===== src/rtl/mem_arbiter.sv =====
// Shares the byte-wide unified RAM port between instruction fetch and the load/store buffer.
// Each access is a run of byte beats. Load data is assembled little-endian and extended.
module mem_arbiter #(
   parameter int ADDR_W  = 32,
   parameter int RAM_LAT = 1
) (
   input  logic              clk,
   input  logic              rst,
   input  logic              if_req,
   input  logic [ADDR_W-1:0] if_addr,
   output logic              if_done,
   output logic [31:0]       if_data,
   input  logic              ls_req,
   input  logic [4:0]        ls_op,
   input  logic [ADDR_W-1:0] ls_addr,
   input  logic [31:0]       ls_wdata,
   output logic              ls_done,
   output logic [31:0]       ls_rdata,
   output logic              busy,
   output logic [ADDR_W-1:0] mem_a,
   output logic [7:0]        mem_dout,
   output logic              mem_wr,
   input  logic [7:0]        mem_din
);

   typedef enum logic [1:0] {IDLE, FETCH, LOAD, STORE} state_t;
   typedef enum logic {RR_IF, RR_LS} rr_t;

   localparam logic [4:0] OP_LB  = 5'b10010;
   localparam logic [4:0] OP_LH  = 5'b10011;
   localparam logic [4:0] OP_LW  = 5'b10100;
   localparam logic [4:0] OP_LBU = 5'b10101;
   localparam logic [4:0] OP_LHU = 5'b10110;
   localparam logic [4:0] OP_SB  = 5'b10111;
   localparam logic [4:0] OP_SH  = 5'b11000;
   localparam logic [4:0] OP_SW  = 5'b11001;

   function automatic logic [2:0] beats(input logic [4:0] op);
      case (op)
         OP_LW, OP_SW:         beats = 3'd4;
         OP_LH, OP_LHU, OP_SH: beats = 3'd2;
         default:              beats = 3'd1;
      endcase
   endfunction

   state_t            state;
   rr_t               rr_last;
   logic [2:0]        cnt;
   logic [2:0]        n;
   logic [4:0]        op_q;
   logic [ADDR_W-1:0] addr_q;
   logic [31:8]       wdata_q;
   logic [2:0][7:0]   lane;

   logic              is_load, is_store, ls_valid, grant_ls, grant_if;
   logic [1:0]        lane_idx;
   logic [ADDR_W-1:0] next_a;
   logic [7:0]        wbyte;
   logic [31:0]       word_rd, load_ext;

   // NOTE: every always_comb output gets a default first so no path can infer a latch.
   always_comb begin
      is_load  = (ls_op >= OP_LB) && (ls_op <= OP_LHU);
      is_store = (ls_op >= OP_SB) && (ls_op <= OP_SW);
      ls_valid = ls_req && (is_load || is_store);
      // Round-robin only matters on conflict; an invalid op never competes.
      grant_ls = ls_valid && (!if_req || rr_last == RR_IF);
      grant_if = if_req && (!ls_valid || rr_last == RR_LS);

      // The byte addressed in beat k arrives RAM_LAT cycles later.
      lane_idx = cnt[1:0] - 2'(RAM_LAT);
      next_a   = addr_q + ADDR_W'(cnt) + ADDR_W'(1);

      wbyte = wdata_q[31:24];
      case (cnt[1:0])
         2'd0:    wbyte = wdata_q[15:8];
         2'd1:    wbyte = wdata_q[23:16];
         default: wbyte = wdata_q[31:24];
      endcase

      // The final byte is taken straight from mem_din in the cycle it arrives.
      word_rd = {mem_din, lane[2], lane[1], lane[0]};
      case (n)
         3'd1:    word_rd = {24'h0, mem_din};
         3'd2:    word_rd = {16'h0, mem_din, lane[0]};
         default: word_rd = {mem_din, lane[2], lane[1], lane[0]};
      endcase

      load_ext = word_rd;
      case (op_q)
         OP_LB:   load_ext = {{24{word_rd[7]}}, word_rd[7:0]};
         OP_LH:   load_ext = {{16{word_rd[15]}}, word_rd[15:0]};
         default: load_ext = word_rd;
      endcase
   end

   // NOTE: state uses non-blocking assignments only; the async reset clears mem_wr at once so an aborted store stops writing.
   always_ff @(posedge clk or posedge rst) begin
      if (rst) begin
         state    <= IDLE;
         rr_last  <= RR_IF;
         cnt      <= '0;
         n        <= '0;
         op_q     <= '0;
         addr_q   <= '0;
         wdata_q  <= '0;
         lane     <= '0;
         if_done  <= 1'b0;
         if_data  <= '0;
         ls_done  <= 1'b0;
         ls_rdata <= '0;
         busy     <= 1'b0;
         mem_a    <= '0;
         mem_dout <= '0;
         mem_wr   <= 1'b0;
      end else begin
         case (state)
            IDLE: begin
               cnt <= '0;
               if (grant_ls) begin
                  rr_last <= RR_LS;
                  op_q    <= ls_op;
                  addr_q  <= ls_addr;
                  wdata_q <= ls_wdata[31:8];
                  n       <= beats(ls_op);
                  mem_a   <= ls_addr;
                  busy    <= 1'b1;
                  if (is_store) begin
                     state    <= STORE;
                     mem_wr   <= 1'b1;
                     mem_dout <= ls_wdata[7:0];
                  end else begin
                     state <= LOAD;
                  end
               end else if (grant_if) begin
                  rr_last <= RR_IF;
                  addr_q  <= if_addr;
                  n       <= 3'd4;
                  mem_a   <= if_addr;
                  busy    <= 1'b1;
                  state   <= FETCH;
               end
            end

            FETCH, LOAD: begin
               cnt <= cnt + 3'd1;
               if (cnt == n + 3'd1) begin
                  state   <= IDLE;
                  busy    <= 1'b0;
                  if_done <= 1'b0;
                  ls_done <= 1'b0;
               end else if (cnt == n) begin
                  if (state == FETCH) begin
                     if_data <= word_rd;
                     if_done <= 1'b1;
                  end else begin
                     ls_rdata <= load_ext;
                     ls_done  <= 1'b1;
                  end
               end else begin
                  if (cnt != 3'd0) lane[lane_idx] <= mem_din;
                  mem_a <= (cnt + 3'd1 < n) ? next_a : '0;
               end
            end

            STORE: begin
               cnt <= cnt + 3'd1;
               if (cnt == n) begin
                  state   <= IDLE;
                  busy    <= 1'b0;
                  ls_done <= 1'b0;
               end else if (cnt == n - 3'd1) begin
                  mem_wr   <= 1'b0;
                  mem_a    <= '0;
                  mem_dout <= '0;
                  ls_done  <= 1'b1;
                  ls_rdata <= '0;
               end else begin
                  mem_a    <= next_a;
                  mem_dout <= wbyte;
               end
            end

            default: state <= IDLE;
         endcase
      end
   end

endmodule

===== config.mk =====
export PLATFORM = sky130hd
export DESIGN_NAME = mem_arbiter
export DESIGN_NICKNAME = d
export VERILOG_FILES = /design/src/rtl/mem_arbiter.sv
export SDC_FILE = /design/constraint.sdc
export NUM_CORES = 1
export LEC_CHECK = 0
export ABC_AREA = 1
export CORE_UTILIZATION = 50
export CTS_CLUSTER_SIZE = 8
export DETAILED_ROUTE_END_ITERATION = 10
export PLACE_DENSITY = 0.87
export SLEW_MARGIN = 20
export SYNTH_ARGS = -nofsm -noshare
export SYNTH_HDL_FRONTEND = slang
export SYNTH_SLANG_ARGS = --single-unit
export TNS_END_PERCENT = 10

===== constraint.sdc =====
create_clock -name clk -period 11.19 [get_ports clk]
set_clock_uncertainty 0.05 [all_clocks]
set_input_delay 2.238 -clock clk [delete_from_list [all_inputs] [get_ports clk]]
set_output_delay 2.238 -clock clk [all_outputs]
set_load 0.05 [all_outputs]

* After elaboration in Yosys (flattened, before gate mapping)
Index checks and enable logic that the tools add are counted.
W data, S select, Z words.
** Word-level totals
- Flip-flop bits (word level) :: 202
- Input bits :: 113
- Output and inout port bits :: 108
- Word-level logic and storage cells :: 154
** Cells by class
- Add/sub/neg operators :: 6
- Order comparisons :: 7
- Equality and inequality tests :: 30
- Mux-type cells :: 56
- Bitwise gates (word level) :: 3
- Reductions and logical operators :: 34
** Operator list (number)
- $mux W32 :: 12
- $pmux W32 S2 :: 3
- $pmux W32 S3 :: 1
- $mux W8 :: 5
- $eq A5 B5 Y1 const B :: 7
- $add A32 B1 Y32 const B :: 1
- $add A32 B3 Y32 :: 1
- $pmux W8 S2 :: 2
- $bwmux W24 :: 1
- $ne A2 B2 Y1 const B :: 10
- $reduce_and A4 Y1 :: 5
- $mux W1 :: 19
- $demux W8 S2 :: 1
- $ne A3 B3 Y1 const B :: 4
- $pmux W3 S2 :: 2
- $ge A5 B5 Y1 const B :: 2
- $le A5 B5 Y1 const B :: 2
- $reduce_bool A2 Y1 :: 5
- $eq A3 B3 Y1 :: 3
- $mux W2 :: 4
- $add A3 B1 Y3 const B :: 2
- $logic_and A1 B1 Y1 :: 6
- $mux W3 :: 2
- $pmux W2 S3 :: 1
- other kinds (22) :: 35

* Logic depth before layout (Yosys ltp)
Gate-level depths: netlist (run 1).
- Depth after elaboration :: 10
- Gate-level depth with buffers :: 16
- Mapped depth without buffers :: 15

* Least setup slack after synthesis (run 1)
No wires, ideal clock.
- Path type :: input port to flip-flop
- From :: input port ls_op[1]
- To :: register mem_a[0]
- Library setup time :: 0.118 ns
- Arrival time :: 3.330 ns
- Required time :: 11.022 ns
- Setup slack :: 7.692 ns
- Stages :: 12
- Path buffers :: 2
- Cells stage by stage :: nor2_2 inv_1 nand2_1 nand3_4 nand2_4 nand3_2 nand2_2 inv_2 buf_6 buf_6 nand2_1 nand2_1
** Between the ends
- Word-level cells in the longest chain between the ends :: 9
- Elaborated cells on any way between the ends :: 16
- Classes of those cells :: 4 x order compare; 1 x eq/ne; 2 x mux; 9 x reduce/logical
** Ends and longest elaborated chain
- start: declaration :: line 14 : input logic [4:0] ls_op,
- $ge A5 B5 Y1, or another cell as far along :: line 63 : is_load = (ls_op >= OP_LB) && (ls_op <= OP_LHU);
- $logic_and A1 B1 Y1, on equally long branches :: line 63, 64
- $logic_or A1 B1 Y1 * :: line 65 : ls_valid = ls_req && (is_load || is_store);
- $logic_and A1 B1 Y1 * :: line 65
- $logic_not A1 Y1 :: line 68 : grant_if = if_req && (!ls_valid || rr_last == RR_LS);
- $logic_or A1 B1 Y1 :: line 68
- $logic_and A1 B1 Y1 :: line 68
- $ne A3 B3 Y1 (no source line)
- $reduce_and A4 Y1 (no source line)
- end signal: assignment :: line 126 : mem_a <= ls_addr;
- end signal: assignment :: line 139 : mem_a <= if_addr;
- end signal: assignment :: line 162 : mem_a <= (cnt + 3'd1 < n) ? next_a : '0;
- end: declaration :: line 20 : output logic [ADDR_W-1:0] mem_a,
Every way passes the cells marked *; elsewhere a longest branch is shown, timed or not.
A chain may end at the register's enable or synchronous reset.

* Worst setup path after layout (run 1)
- From :: input port ls_req
- To :: register mem_wr
** Between the ends
- Word-level cells in the longest chain between the ends :: 4
** Ends and longest elaborated chain
- start: declaration :: line 13 : input logic ls_req,
- $logic_and A1 B1 Y1 :: line 65
- $logic_and A1 B1 Y1 :: line 67 : grant_ls = ls_valid && (!if_req || rr_last == RR_IF);
- $ne A2 B2 Y1 (no source line)
- $reduce_and A5 Y1 (no source line)
- end signal: assignment :: line 115 : mem_wr <= 1'b0;
- end signal: assignment :: line 130 : mem_wr <= 1'b1;
- end signal: assignment :: line 173 : mem_wr <= 1'b0;
- end: declaration :: line 22 : output logic mem_wr,
No other way between the ends.

==> results of run 1 <==
state kept, by name (all words and copies together) (netlist names):
register and cells:
mem_dout 8, busy 1, mem_a 32, wdata_q 24
rr_last 1, cnt 3, mem_wr 1, op_q 5
addr_q 32, if_done 1, n 3, ls_done 1
state 2, if_data 32, lane 24, ls_rdata 32
logic make-up after synthesis:
family                     Yosys count  synth area share, %
adders and majority gates           20                 2.36
DFF                                202                 46.3
muxes                               15                 1.55
and+or+nand+nor                    777                 29.9
xor gates and xnor gates            11                0.882
buffers and inverters              195                 7.85
AOI/OAI and AO/OA                  228                 11.2
how the worst min path moves through the flow:
stage                           start           to  slack, ns
after floorplan               op_q[4]      op_q[4]       0.39
after detailed placement     mem_a[7]     mem_a[7]       0.41
after CTS                     ls_done      ls_done       0.43
after global routing      wdata_q[31]  wdata_q[31]       0.44
after global placement    wdata_q[28]  wdata_q[28]       0.41
final                        mem_a[6]     mem_a[6]       0.43
critical path: stages:
cell	delay (ns)
sky130_fd_sc_hd__clkdlybuf4s50_1	0.99
sky130_fd_sc_hd__nand3_4	0.53
sky130_fd_sc_hd__nor2_4	0.82
sky130_fd_sc_hd__inv_2	0.33
sky130_fd_sc_hd__nand2_1	0.13
sky130_fd_sc_hd__nand3_1	0.07
sky130_fd_sc_hd__nand2_1	0.08
sky130_fd_sc_hd__nand2_1	0.05
metrics by stage:
stage | hold slack (ns) | instance area (um2) | total power (W)
2_1_floorplan | 0.390 | 10900 | 0.00306
3_3_place_gp | 0.406 | 13200 | 0.00374
3_5_place_dp | 0.414 | 13200 | 0.00381
4_1_cts | 0.427 | 14000 | 0.00462
5_1_grt | 0.445 | 14000 | 0.00493
6_report | 0.427 | 14000 | 0.00463
cells in the final DEF (no fill, tap or decap), drive strengths merged:
cell type      instances
and2                   1
a21oi                 23
a31oi                  7
o211ai                 2
nor3                   3
or2                    2
clkinv                 1
nor2                  98
clkdlybuf4s50        220
dfrtp                202
inv                  138
o21ai                170
xor2                  11
o221ai                 1
o22ai                  8
bufinv                 1
ha                    19
clkbuf                31
fa                     1
o21a                  17
mux2                  15
nand3                 90
buf                    4
nand4                 34
nand2                549
layout make-up:
type                            instances  area (um2)  share of cell area, %
Clock buffer                           31         733                   5.24
Timing Repair Buffer                  224        2250                   16.1
Sequential cell                       202        5050                   36.1
Inverter                              138         526                   3.76
Tap cell                              275         344                   2.46
Multi-Input combinational cell       1051        5030                   35.9
Clock inverter                          2        50.0                  0.358
report_power, final:
part / leakage [nW] / switching [W] / total [W] / internal [W]
clock network: 0.384 / 0.000307 / 0.000786 / 0.000479
logic: 4.06 / 0.00171 / 0.00250 / 0.000795
registers: 2.43 / 0.000245 / 0.00134 / 0.00110
total: 6.87 / 0.00226 / 0.00463 / 0.00237
per-layer routing:
layer	vias to the layer above	part of all wire [%]	global-route usage [%]
li1	5014	-	-
met1	4889	41	35.5
met2	489	49	49.0
met3	83	6.9	4.21
met4	0	3.3	10.4
met5	-	0	0
==> run metrics, run 1 <==
pre-CTS setup slack between 5 and 6 ns; destination of the worst register-to-register timing path ls_rdata[10]; total count of max-transition violations in the final report 0; number of cells produced by synthesis 1448; number of antenna violations at the first check in global routing 1; worst max-slew margin expressed relative to the limit 29.7%; number of synthesized flops with an enable pin 0; cell with the most instances after synthesis sky130_fd_sc_hd__nand2_1; grt ovf 0; setup repair bufs after CTS 0; number of levels the H-tree was split into 1; max-cap check violation count 0; sequential area share after synthesis 46.3%; weighted congestion at the end of routability-driven global placement approximately 0.91; startpoint of the worst setup timing path ls_req; path type of the worst setup path in2reg; Die Height 150 um; Crit path required time 11.56 ns; clock buffer count from CTS 29; WL final 31200 um; Final ANT Viol Nets 0; final worst setup slack ~6.3 ns; share of async-settable or async-resettable flops after synthesis 100%; post-synth design cell area 10900 um2; setup repair after global routing missed its margin false; Rows between 50 and 60; fraction of the core area covered by cells at the end of the flow around two thirds; Gates resized, CTS repair 0; area share of the largest cell type after synthesis 46.3%; static leakage power approximately 6.9 nW; drt drc 0; type of the worst min-delay path reg2reg; Seq cells post-synth 202; Diodes inserted 0; chip width 150 um; Worst setup endpoint mem_wr; Worst Reg2Reg Path Length in Cells 7; floorplan die area around 22000 um2; top-level port count between 200 and 250; Total Nets Final about 1800; number of design-rule violations left by the first detailed-router iteration 633; CTS tree done; Pre-Repair DR Iteration Count 7; vias in the first global route 10252; Final Hold Violating Endpoints 0; Clock Path Buffers 3; depth of the worst hold-timing path 2; # clock sinks 202; post-DR vias/cell between 5 and 6; post-cts hold buffer count 0; Synth area leader sky130_fd_sc_hd__dfrtp_1; result of the run complete, no violations; power density over the cells about 330 nW/um2; top cell types by occurrence after synthesis sky130_fd_sc_hd__nand2_1, sky130_fd_sc_hd__dfrtp_1, sky130_fd_sc_hd__o21ai_0; Worst R2R Setup Slack 7.77 ns; area added between synthesis and finish 28.1%; number of distinct library cell variants in the gate-level netlist after synthesis 37; pin count of the biggest net entering global routing about 140; Setup TNS Final 0 ns; launch point of the worst reg-to-reg path state[0]; cell count after placement 1889; root buf cell sky130_fd_sc_hd__clkbuf_16; endpoint class of the critical path register; Final Cycle Share a little over two fifths; area of the core between 20000 and 25000 um2; time the worst path needs with I/O delays and setup between 4 and 5 ns; transition time of the tightest slew-check pin 1.05 ns; Clk pin slew, worst setup/hold paths about 0.050 ns; half-perimeter wire length after detailed placement 22100 um; initial core utilization 51.5%; Critical Path Source Type input port; timing-limited maximum frequency slightly above 0.2 GHz; top post-synthesis cells by area sky130_fd_sc_hd__dfrtp_1, sky130_fd_sc_hd__nand2_1, sky130_fd_sc_hd__o21ai_0; warnings from Yosys 0; post-synth net total 1581; first-pass GRT wire length 50300 um; most common flop cell mapped by yosys sky130_fd_sc_hd__dfrtp_1; layout cells sized above 1 5.58%; worst vdd ir 0.000174 V; routed length per instance 16.2 um; arrival time at the worst endpoint 5.24 ns; total global-route track usage around 28%; final count of negative-setup-slack endpoints 0; total number of vias 10475; fill cell instance count of the final layout 1747; count of buffers inserted at the top-level ports 220; mean area per synthesized cell around 7.5 um2; peak fanout along the critical path 45; Post-Layout Cell Count 1923; clk_lat worst skew 0.54 ns
Power figures use the tool's default switching activity.
==> run 2: changes to the inputs <==
Settings changed: CORE_UTILIZATION 50 to 47, PLACE_DENSITY 0.87 to 0.86.
Clock period 11.19 ns to 4.2 ns, I/O delays scaled along.
==> run 2 against run 1 <==
  * Sequential cell count stayed put
  * First-iteration DRC count is 11% higher
  * Register-to-register slack worse by 6.3 ns
  * Total power grew to 2.6 times the previous value
  * Final area is 0.40% higher
  * Via count is 1.5% lower
  * Die area is 6.3% higher
  * Non-clock buffer count is 8 higher
  * Critical path type unchanged
  * Largest cell class unchanged
  * Largest power group unchanged
==> run metrics, run 2 (synthesis results as in run 1) <==
result of the run complete, no violations; floorplan die area 23900 um2 (+6.3%); vias in the first global route 10128 (-1.2%); root buf cell sky130_fd_sc_hd__clkbuf_16; worst vdd ir 0.000419 V (+140%); static leakage power 6.89 nW (+0.31%); fraction of power spent switching nets 48.7% (-0.095 points); half-perimeter wire length after detailed placement 22300 um (+1.2%); combinational power share 54.5% (+0.5 points); post-DR vias/cell 5.32 (-2.3%); Die Height 154 um (+3.1%); Rows 55 (+3.8%); number of levels the H-tree was split into 1 (unchanged); time the worst path needs with I/O delays and setup 2.77 ns; transition time of the tightest slew-check pin 0.783 ns (-0.264 ns); Gates resized, CTS repair 0 (unchanged); timing-limited maximum frequency 0.362 GHz; setup repair bufs after CTS 0 (unchanged); final count of negative-setup-slack endpoints 0 (unchanged); top-level port count 221 (unchanged); most common cell after layout, fill and taps aside sky130_fd_sc_hd__nand2_1; post-cts hold buffer count 0 (unchanged); arrival time at the worst endpoint 3.15 ns (-2.09 ns); number of antenna violations at the first check in global routing 0 (-1); worst max-slew margin expressed relative to the limit 47.6% (+18 points); Total Nets Final 1787 (+0.45%); Pre-Repair DR Iteration Count 5 (-2); weighted congestion at the end of routability-driven global placement 0.989 (+8.5%); layout cells sized above 1 6.04% (+0.46 points); area of the core 22700 um2 (+7.0%); Final Hold Violating Endpoints 0 (unchanged); first-pass GRT wire length 50000 um (-0.60%); Diodes inserted 0 (unchanged); endpoint class of the critical path register; Clock Path Buffers 3 (unchanged); area added between synthesis and finish 28.6%; setup repair after global routing missed its margin false; WL final 31100 um (-0.26%); internal power 0.00626 W (+160%); final worst setup slack 1.43 ns (-4.88 ns); drt drc 0 (unchanged); Crit path required time 4.58 ns (-6.98 ns); path type of the worst setup path in2reg; Critical Path Source Type input port; pin count of the biggest net entering global routing 99 (-31%); total count of max-transition violations in the final report 0 (unchanged); peak fanout along the critical path 28 (-38%); count of buffers inserted at the top-level ports 220 (unchanged); Final ANT Viol Nets 0 (unchanged); cell count after placement 1907 (+0.95%); routed length per instance 16.0 um (-1.1%); highest-count cells in the layout ignoring fill and taps sky130_fd_sc_hd__nand2_1, sky130_fd_sc_hd__clkdlybuf4s50_1, sky130_fd_sc_hd__dfrtp_1, sky130_fd_sc_hd__o21ai_0, sky130_fd_sc_hd__inv_1; type of the worst min-delay path reg2reg; clk_lat worst skew 0.53 ns (about the same); Setup TNS Final 0 ns (unchanged); clock network fraction of total power 16.3% (-0.7 points); grt ovf 0 (unchanged); fill cell instance count of the final layout 1948 (+12%); total number of vias 10323 (-1.5%); Clk pin slew, worst setup/hold paths 0.05 ns (about the same); CTS tree done; chip width 154 um (+3.1%); power density over the cells 870 nW/um2 (+160%); net load switching power 0.00595 W (+160%); Post-Layout Cell Count 1940 (+0.88%); # clock sinks 202 (unchanged); max-cap check violation count 0 (unchanged); pre-CTS setup slack 0.941 ns (-4.90 ns); sequential group share of total power 29.2% (+0.2 points); total global-route track usage 26.0% (-2.2 points); initial core utilization 48.1% (-3.4 points); Final Cycle Share 65.8%; clock buffer count from CTS 29 (unchanged); Total Power Consumption 0.0122 W (+160%); number of design-rule violations left by the first detailed-router iteration 701 (+11%)
## run 2: layout make-up
| type | count | area, um2 | area share, % |
|---|---|---|---|
| flip-flops and latches | 202 | 5050 | 36.0 |
| multi-input cells | 1051 | 5030 | 35.8 |
| repair buffers | 232 | 2340 | 16.6 |
| clock buffers | 30 | 729 | 5.19 |
| inverters | 138 | 522 | 3.72 |
| well taps | 285 | 357 | 2.54 |
| clock inverters | 2 | 16.3 | 0.116 |
## run 2: power groups by stage
stage,registers (W),logic (W),clock network (W)
floorplan,0.00515,0.00300,0
global placement,0.00354,0.00644,0
detailed placement,0.00356,0.00661,0
CTS,0.00355,0.00665,0.00203
global route,0.00366,0.00724,0.00212
finish,0.00356,0.00666,0.00200
## run 2: final timing paths
check | startpoint | end | slack, ns | cells past startpoint
worst max-delay path | ls_op[2] | addr_q[14] | 1.43 | 12
worst min register to register | ls_done | ls_done | 0.42 | 2
min in group asynchronous | rst | if_data[21] | 0.60 | 2
worst min-delay path | ls_done | ls_done | 0.42 | 2
max in group asynchronous | rst | mem_a[16] | 2.67 | 3
worst max register to register | n[1] | mem_a[16] | 1.50 | 14
## run 2: metrics by stage
step / hold WS, ns / cell area [um2] / utilization, %
final: 0.416 / 14000 / 61.8
after CTS: 0.420 / 14000 / 61.7
after global routing: 0.438 / 14000 / 61.8
after detailed placement: 0.408 / 13300 / 58.4
after floorplan: 0.390 / 10900 / -
after global placement: 0.408 / 13300 / 58.4
## run 2: per-layer routing
layer	vias up	wire length (um)	global-route usage, %	part of all wire, %
met4	0	760	8.96	2.4
met5	-	0	0	0
met1	4797	13100	32.6	42
met2	416	15500	45.9	50
met3	64	1810	3.64	5.8
li1	5046	-	-	-
## run 2: worst max-delay path, cell delays in order
cell	delay, ns
sky130_fd_sc_hd__clkdlybuf4s50_1	0.50
sky130_fd_sc_hd__inv_1	0.09
sky130_fd_sc_hd__nor2_2	0.14
sky130_fd_sc_hd__nand3_2	0.13
sky130_fd_sc_hd__nand3_4	0.24
sky130_fd_sc_hd__nand2_4	0.10
sky130_fd_sc_hd__nand2_1	0.09
sky130_fd_sc_hd__nand2_2	0.12
sky130_fd_sc_hd__inv_2	0.38
sky130_fd_sc_hd__buf_4	0.29
sky130_fd_sc_hd__nor2_1	0.07
sky130_fd_sc_hd__a31oi_1	0.15
==> run 3: changes to the inputs <==
Clock period 4.2 ns to 2.3 ns, I/O delays scaled along.
==> run 3 against run 2 <==
  * Final area is 3.8% higher
  * Total power is 89% higher
  * Hold slack got worse by 0.11 ns
  * Global-route usage is 0.33 points higher
  * First-iteration DRC count fell by 2.0%
  * Count of clock-buffer cells in the layout fell by 1
  * Sequential share of layout area is 1.3 points lower
  * Cell count is 2.3% higher
  * Critical endpoint is now mem_a[3]
  * Highest routed layer unchanged
==> run metrics, run 3 (synthesis results as in run 1) <==
result of the run complete, no violations; destination of the worst register-to-register timing path mem_a[30]; area of the core 22700 um2 (unchanged); routed length per instance 15.7 um (-2.0%); clock buffer count from CTS 29 (unchanged); most common cell after layout, fill and taps aside sky130_fd_sc_hd__nand2_1; Critical Path Source Type register; half-perimeter wire length after detailed placement 22600 um (+1.3%); Final Cycle Share 98.4%; Diodes inserted 0 (unchanged); post-cts hold buffer count 0 (unchanged); first-pass GRT wire length 51100 um (+2.0%); WL final 31200 um (+0.28%); final count of negative-setup-slack endpoints 0 (unchanged); Clock Path Buffers 3 (unchanged); worst vdd ir 0.000967 V (+130%); post-DR vias/cell 5.32 (about the same); endpoint class of the critical path primary output; static leakage power 7.17 nW (+4.0%); Worst R2R Setup Slack 0.06 ns (-1.44 ns); CTS tree done; root buf cell sky130_fd_sc_hd__clkbuf_16; drt drc 0 (unchanged); family of cells with the greatest summed delay on the critical path buffers and inverters; arrival time at the worst endpoint 1.75 ns (-1.40 ns); Post-DP Area 13700 um2 (+3.5%); Pre-Repair DR Iteration Count 6 (+1); Die Height 154 um (unchanged); slowest stage cell, crit path sky130_fd_sc_hd__clkdlybuf4s50_1; layout cells sized above 1 9.76% (+3.7 points); time the worst path needs with I/O delays and setup 2.26 ns; launch point of the worst reg-to-reg path cnt[0]; timing-limited maximum frequency roughly 0.44 GHz; path type of the worst setup path reg2out; floorplan die area 23900 um2 (unchanged); cell chain of the critical path clkdlybuf4s50_1; Post-Layout Cell Count 1985 (+2.3%); Rows 55 (unchanged); type of the worst min-delay path in2async; max-cap check violation count 0 (unchanged); Final Hold Violating Endpoints 0 (unchanged); total number of vias 10556 (+2.3%); number of antenna violations at the first check in global routing 1 (+1); final non-filler cell area 14600 um2 (+3.8%); total global-route track usage 26.3% (+0.33 points); initial core utilization 48.1% (unchanged); cell count after placement 1953 (+2.4%); GRT met1 Usage 33.9% (+1.3 points); vias in the first global route 10481 (+3.5%); Final ANT Viol Nets 0 (unchanged); total count of max-transition violations in the final report 0 (unchanged); fraction of met3 tracks used by global routing 3.47% (-0.17 points); weighted congestion at the end of routability-driven global placement 0.944 (-4.6%); Total Power Consumption 0.0230 W (+89%); number of design-rule violations left by the first detailed-router iteration 687 (-2.0%); # clock sinks 202 (unchanged); Total Nets Final 1833 (+2.6%); Crit path required time 1.79 ns (-2.79 ns); count of buffers inserted at the top-level ports 220 (unchanged); Bufs and invs on worst path 1 (-3); highest-count cells in the layout ignoring fill and taps sky130_fd_sc_hd__nand2_1, sky130_fd_sc_hd__clkdlybuf4s50_1, sky130_fd_sc_hd__dfrtp_1, sky130_fd_sc_hd__o21ai_0, sky130_fd_sc_hd__inv_1; peak fanout along the critical path 2 (-93%); Setup TNS Final 0 ns (unchanged); met2 Resource Use GR 45.2% (-0.69 points); Clk pin slew, worst setup/hold paths 0.05 ns (about the same); setup repair after global routing missed its margin true; power density over the cells 1580 nW/um2 (+82%); area added between synthesis and finish 33.4%; grt ovf 0 (unchanged); clk_lat worst skew 0.53 ns (about the same); transition time of the tightest slew-check pin 0.567 ns (-0.216 ns); top-level port count 221 (unchanged); chip width 154 um (unchanged); worst max-slew margin expressed relative to the limit 62.1% (+14 points); Worst Reg2Reg Path Length in Cells 14 (unchanged); number of levels the H-tree was split into 1 (unchanged); Top Usage Layer GRT met2; max incr delay on CP 0.83 ns (+0.33 ns); pin count of the biggest net entering global routing 92 (-7.1%)
## run 3: through the flow
stage               hold WS [ns]  utilization [%]  setup slack [ns]
finish                     0.303             64.2            0.0370
CTS                        0.316             63.8         -0.000350
detailed placement         0.411             60.4           -0.0413
global placement           0.405             60.4            0.0502
floorplan                  0.390                -            -0.826
global route               0.325             64.2           -0.0571
## run 3: cell type report
cell class / instances / area, um2
Sequential cell: 202 / 5060
Multi-Input combinational cell: 1051 / 5090
Clock inverter: 2 / 17.5
Clock buffer: 29 / 726
Tap cell: 285 / 357
Fill cell: 1895 / 8140
Timing Repair Buffer: 278 / 2790
Inverter: 138 / 534
## run 3: how the worst max path moves through the flow
stage / slack [ns] / from / end / depth (start not counted)
global route: -0.06 / cnt[0] / mem_a[30] / 14
CTS: -0.0004 / cnt[0] / mem_a[15] / 13
finish: 0.04 / mem_a[3] / mem_a[3] / 1
global placement: 0.05 / ls_op[4] / mem_a[27] / 11
detailed placement: -0.04 / cnt[0] / mem_a[22] / 14
floorplan: -0.83 / rst / addr_q[0] / 1
## run 3: power breakdown
group / switching [W] / internal (W) / total (W)
Sequential: 0.00113 / 0.00533 / 0.00646
Clock: 0.00145 / 0.00220 / 0.00365
Combinational: 0.00849 / 0.00443 / 0.0129
## run 3: worst reg2reg max path, stage by stage (launching register included)
cell,delay [ns]
sky130_fd_sc_hd__dfrtp_1,0.34
sky130_fd_sc_hd__inv_1,0.06
sky130_fd_sc_hd__ha_1,0.22
sky130_fd_sc_hd__inv_1,0.11
sky130_fd_sc_hd__fa_2,0.22
sky130_fd_sc_hd__nand2_1,0.05
sky130_fd_sc_hd__nand2_1,0.09
sky130_fd_sc_hd__nand3_1,0.17
sky130_fd_sc_hd__nor2_1,0.34
sky130_fd_sc_hd__nand2_1,0.09
sky130_fd_sc_hd__nand2_1,0.07
sky130_fd_sc_hd__nand3_1,0.07
sky130_fd_sc_hd__nor2_1,0.17
sky130_fd_sc_hd__nor2_1,0.07
sky130_fd_sc_hd__nor2_1,0.08
## run 3: routing by layer
layer  routed length [um]  vias up
li1                     -     5132
met1                13200     4940
met2                15300      418
met3                 1900       66
met4                  782        0
met5                    0        -
## run 3: timing repair
item / 4_1_cts / 5_1_grt
resized for setup: 2 / 37
buffers inserted: 1 / 0
setup endpoints to repair: 17 / 106
pin swaps: 1 / 4
